$ cat config.mk
export PLATFORM = sky130hd
export DESIGN_NAME = sgb_rom_arbiter
export DESIGN_NICKNAME = d
export VERILOG_FILES = /design/src/rtl/sgb_rom_arbiter.sv
export SDC_FILE = /design/constraint.sdc
export NUM_CORES = 1
export LEC_CHECK = 0
export CORE_ASPECT_RATIO = 1.4
export CORE_MARGIN = 3
export CORE_UTILIZATION = 49
export CTS_BUF_LIST = sky130_fd_sc_hd__clkbuf_16
export CTS_CLUSTER_SIZE = 14
export DETAILED_ROUTE_END_ITERATION = 6
export DONT_BUFFER_PORTS = 1
export PLACE_DENSITY = 0.73
export SETUP_SLACK_MARGIN = 0.15
export SLEW_MARGIN = 30
export SYNTH_ARGS = -nofsm -noshare
export SYNTH_HDL_FRONTEND = slang
export SYNTH_SLANG_ARGS = --single-unit
$ cat constraint.sdc
create_clock -name clk -period 2.8 [get_ports clk]
set_clock_uncertainty 0.15 [all_clocks]
set_input_delay 0.56 -clock clk [delete_from_list [all_inputs] [get_ports clk]]
set_output_delay 0.56 -clock clk [all_outputs]
set_load 0.02 [all_outputs]
$ cat src/rtl/sgb_rom_arbiter.sv
`timescale 1ns/1ps
`default_nettype none
// ============================================================================
// Module   : sgb_rom_arbiter
// Shares one 16-bit memory port between ROM download writes, GB ROM reads
// (through a one-word cache) and savestate reads.
// Revision : 1.0
// ============================================================================
module sgb_rom_arbiter #(
    parameter int ADDR_W = 23
) (
    input  logic              clk,
    input  logic              reset_n,
    input  logic              dl_wr,
    input  logic [ADDR_W-1:0] dl_addr,
    input  logic [15:0]       dl_data,
    output logic              dl_wait,
    input  logic              cart_download,
    input  logic              rom_rd,
    input  logic [ADDR_W-1:0] rom_addr,
    output logic [7:0]        rom_di,
    output logic              gb_ready,
    input  logic              ss_req,
    input  logic [ADDR_W-1:0] ss_addr,
    output logic [15:0]       ss_rdata,
    output logic              ss_ack,
    output logic              mem_req,
    output logic              mem_we,
    output logic [ADDR_W-2:0] mem_addr,
    output logic [15:0]       mem_wdata,
    input  logic              mem_ack,
    input  logic [15:0]       mem_rdata
);

    localparam int c_WA = ADDR_W - 1;

    localparam logic [1:0] c_IDLE  = 2'd0;
    localparam logic [1:0] c_DL_WR = 2'd1;
    localparam logic [1:0] c_GB_RD = 2'd2;
    localparam logic [1:0] c_SS_RD = 2'd3;

    logic [1:0]      r_state;
    logic [1:0]      w_next;
    logic            w_grant_gb;
    logic            w_grant_ss;

    logic            r_dl_full;
    logic [c_WA-1:0] r_dl_addr;
    logic [15:0]     r_dl_data;

    logic            r_valid;
    logic [c_WA-1:0] r_tag;
    logic [15:0]     r_data;

    logic            r_ss_pend;
    logic [c_WA-1:0] r_ss_addr;
    logic [15:0]     r_ss_rdata;
    logic            r_ss_ack;

    logic            r_last_gb;
    logic            r_cd_d;
    logic [c_WA-1:0] r_mem_addr;

    logic [c_WA-1:0] w_rom_word;
    logic [c_WA-1:0] w_ss_word;
    logic            w_hit;
    logic            w_gb_miss;
    logic            w_ss_want;
    logic            w_unused_bits;

    assign w_rom_word    = rom_addr[ADDR_W-1:1];
    assign w_hit         = r_valid && (r_tag == w_rom_word);
    assign w_gb_miss     = rom_rd && !w_hit;
    // A fresh ss_req competes in the same cycle it arrives, before it reaches the slot.
    assign w_ss_want     = r_ss_pend || ss_req;
    assign w_ss_word     = r_ss_pend ? r_ss_addr : ss_addr[ADDR_W-1:1];
    assign w_unused_bits = ^{dl_addr[0], ss_addr[0]};

    assign gb_ready  = rom_rd && w_hit;
    assign rom_di    = !gb_ready ? 8'h00 : (rom_addr[0] ? r_data[15:8] : r_data[7:0]);
    assign dl_wait   = r_dl_full;
    assign ss_rdata  = r_ss_rdata;
    assign ss_ack    = r_ss_ack;
    assign mem_addr  = r_mem_addr;
    assign mem_wdata = r_dl_data;

    always_ff @(posedge clk or negedge reset_n) begin : p_state
        if (!reset_n) begin
            r_state <= c_IDLE;
        end else begin
            r_state <= w_next;
        end
    end

    always_comb begin : p_next
        w_next     = r_state;
        w_grant_gb = 1'b0;
        w_grant_ss = 1'b0;
        case (r_state)
            c_IDLE: begin
                if (r_dl_full) begin
                    w_next = c_DL_WR;
                end else if (!cart_download) begin
                    if (w_gb_miss && w_ss_want) begin
                        w_grant_ss = r_last_gb;
                        w_grant_gb = !r_last_gb;
                    end else begin
                        w_grant_gb = w_gb_miss;
                        w_grant_ss = w_ss_want;
                    end
                    if (w_grant_gb) begin
                        w_next = c_GB_RD;
                    end else if (w_grant_ss) begin
                        w_next = c_SS_RD;
                    end
                end
            end
            default: begin
                if (mem_ack) begin
                    w_next = c_IDLE;
                end
            end
        endcase
    end

    always_comb begin : p_out
        mem_req = (r_state != c_IDLE);
        mem_we  = (r_state == c_DL_WR);
    end

    always_ff @(posedge clk or negedge reset_n) begin : p_data
        if (!reset_n) begin
            r_dl_full  <= 1'b0;
            r_dl_addr  <= '0;
            r_dl_data  <= 16'h0000;
            r_valid    <= 1'b0;
            r_tag      <= '0;
            r_data     <= 16'h0000;
            r_ss_pend  <= 1'b0;
            r_ss_addr  <= '0;
            r_ss_rdata <= 16'h0000;
            r_ss_ack   <= 1'b0;
            r_last_gb  <= 1'b0;
            r_cd_d     <= 1'b0;
            r_mem_addr <= '0;
        end else begin
            r_cd_d   <= cart_download;
            r_ss_ack <= (r_state == c_SS_RD) && mem_ack;

            if (dl_wr && !r_dl_full) begin
                r_dl_full <= 1'b1;
                r_dl_addr <= dl_addr[ADDR_W-1:1];
                r_dl_data <= dl_data;
            end
            if ((r_state == c_DL_WR) && mem_ack) begin
                r_dl_full <= 1'b0;
            end

            if (ss_req && !r_ss_pend) begin
                r_ss_pend <= 1'b1;
                r_ss_addr <= ss_addr[ADDR_W-1:1];
            end
            if ((r_state == c_SS_RD) && mem_ack) begin
                r_ss_pend  <= 1'b0;
                r_ss_rdata <= mem_rdata;
            end

            // The request address is frozen at grant time and held until the ack.
            if (r_state == c_IDLE) begin
                if (r_dl_full) begin
                    r_mem_addr <= r_dl_addr;
                end else if (w_grant_gb) begin
                    r_mem_addr <= w_rom_word;
                end else if (w_grant_ss) begin
                    r_mem_addr <= w_ss_word;
                end
            end
            if (w_grant_gb) begin
                r_last_gb <= 1'b1;
            end else if (w_grant_ss) begin
                r_last_gb <= 1'b0;
            end

            if ((r_state == c_GB_RD) && mem_ack) begin
                r_valid <= 1'b1;
                r_tag   <= r_mem_addr;
                r_data  <= mem_rdata;
            end
            // Invalidation wins over a fill completing in the same cycle.
            if ((cart_download && !r_cd_d) ||
                ((r_state == c_DL_WR) && mem_ack && (r_mem_addr == r_tag))) begin
                r_valid <= 1'b0;
            end
        end
    end

endmodule
`default_nettype wire

==> results.txt <==
Status: complete, but fails checks
Failing checks: hold timing, setup timing
CP delay by family, top: simple AND/OR/NAND/NOR gates
Via density: 5.69
Period minus WS final: 2860 ps
Maximum clock rate: 350 MHz
Clock Tree Root: clkbuf_16
Top cell type by total area after synthesis: dfrtp_1
Critical Path Source Type: flop
Worst path bufs/invs: 1
Share of cells above drive strength 1: 51.4%
CTS tree: yes
Met2 Use GR: 36.7%
Net Count, Synth: 587
H-tree depth: 4
M3 GR Usage: 6.48%
Post-synth top cells: dfrtp_1, mux2_2, xor2_1, mux2i_1, o21ai_2
Critical-path cell list: xor2_1 -> nor4_4 -> nand4_4 -> nor2_4 -> nand2_4 -> nor2_2 -> buf_6
PwrDens: 1250 mW/mm²
Layout Nets: 614
Design area: 0.00795 mm²
Hold WS: -311 ps
GPL Wtd Cong: 0.762
Avg Cell Area, Syn: 14.2 µm²
IO Pins: 175
Die Wd: 106 µm
Most Crowded Layer GR: met2
P_leak: 3.54 nW
Post-synth EDFFs: 0
Worst IR drop on VDD: 561 µV
Clock latency on the worst-skew pair: 410 ps
Sink Count: 144
Slew HR: 63.3%
Worst-path fanout max: 5
Largest net degree at the start of global routing: 145
Die Y: 146 µm
Crit share post-route: 102%
Critical path arrival: 2150 ps
Netlist cell types: 41
Slew Limit Fails: 0
Critical path required time: 2090 ps
Placed cells: 662
Initial antenna violation count: 1
Post-synthesis instance area: 0.00681 mm²
CP peak stage delay: 410 ps
Starting Density: 50.4%
Hold Vio Cnt, Final: 144
HP Class: input port to async pin
Seq/Total Area, Yosys: 52.9%
DR vias: 3,998
Warnings, synthesis: 0
1st-iter DRT viols: 177
Setup TNS: -190 ps
Number of synthesized register bits: 144
Slowest cell on crit path: dfrtp_1
CTS clk-pin slew, worst paths: 60 ps
DRC: 0
Router iterations before antenna repair: 4
Row cnt: 50
GRT Util Overall: 21.1%
Asr flop ratio synth: 100%
Overall power: 9.90 mW
RSZ-0062 raised after global routing: yes
Top-count cell post-synth: dfrtp_1
DP HPWL: 11.0 mm
Pre-CTS setup slack: 63.6 ps
GRT overflow: 0
Final cell count without fillers: 703
Port bufs: 0
Layout fillers: 1,098
Max-cap violations: 0
Met1 GRT Util: 24.1%
First-pass GRT wire length: 25.1 mm
Post-synth top area share: 52.9%
Fin util: 58.8%
Drt total wl: 15.8 mm
Core ar.: 0.0135 mm²
Synth top area cells: dfrtp_1, mux2_2, mux2i_1
Setup ws final: -59.8 ps
ANT nets after route: 0
Mapped Cells: 479
WL per Instance: 22.5 µm
Vias in the first global route: 4,594
Most used DFF post-synth: dfrtp_1
Worst setup EP type: output port
CTS Buf Count: 17
Worst Max-Slew Pin Slew: 550 ps
DP Area: 0.00717 mm²
Crit Path Class: flop to output port
Layout area overhead: 16.6%
CTS max path bufs: 2
Final setup viols: 6
Die area: 0.0154 mm²
## worst paths after layout
kind / cells after the start / to / startpoint / slack [ps]
setup / recovery: 7 / rom_di[6] / r_tag[7] / -60
hold / removal: 0 / r_ss_addr[8] / reset_n / -310
setup reg to reg: 9 / mem_addr[3] / r_tag[7] / 270
hold reg to reg: 1 / r_ss_addr[12] / r_ss_addr[12] / 350
max in group asynchronous: 0 / mem_wdata[12] / reset_n / 2530
min in group clk: 0 / r_cd_d / cart_download / 30
## repair_timing
item / CTS / global route
pin swaps: 15 / 12
hold endpoints to repair: 144 / 144
resized for setup: 10 / 25
setup buffers: 1 / 5
endpoints found under the setup margin: 9 / 9
cloned: 1 / 0
## layout make-up
type | count | area (µm²) | share of cell area (%)
Sequential cell | 144 | 3600 | 45.3
Antenna cell | 2 | 5.00 | 0.0630
Multi-Input combinational cell | 305 | 3180 | 40.0
Inverter | 8 | 35.0 | 0.441
Tap cell | 182 | 228 | 2.87
Clock inverter | 15 | 150 | 1.89
Clock buffer | 17 | 425 | 5.35
Timing Repair Buffer | 30 | 322 | 4.05
## cell families after synthesis
kind of cell,after synthesis,synth area share (%)
and+or+nand+nor,38,3.88
xor gates and xnor gates,44,5.66
DFF,144,52.9
buffers and inverters,31,2.37
muxes,166,26.9
AOI/OAI and AO/OA,56,8.32
## where the power goes
| part | switching (mW) | internal, mW | total (mW) |
|---|---|---|---|
| Sequential | 1.35 | 3.10 | 4.45 |
| Clock | 0.938 | 1.25 | 2.19 |
| Combinational | 1.47 | 1.79 | 3.26 |
| Total | 3.76 | 6.14 | 9.90 |
## layout by cell type (no fill, tap or decap), types with 4 or more instances in the layout
master,count
buf_6,9
dfrtp_1,144
clkbuf_16,17
inv_1,5
a22oi_2,19
mux2i_1,30
o21ai_1,4
buf_12,5
clkinvlp_4,4
o21ai_2,19
xor2_1,30
mux2_2,136
nor4_1,4
inv_6,8
xnor2_1,11
nor2_4,7
buf_4,16
## per-layer routing
| metal | vias to the layer above | share of wire [%] |
|---|---|---|
| met5 | - | 0 |
| met4 | 0 | 2.5 |
| met3 | 26 | 6.5 |
| met2 | 116 | 53 |
| met1 | 2061 | 38 |
| li1 | 1795 | - |
## flip-flops by register name, indices dropped and copies added (netlist names)
name and flops:
r_state 2, mem_addr 22, r_last_gb 1, r_ss_pend 1, r_ss_addr 22, r_dl_addr 22
ss_rdata 16, r_tag 22, r_valid 1, ss_ack 1, dl_wait 1, mem_wdata 16
r_cd_d 1, r_data 16
(Power assumes the default switching activity.)
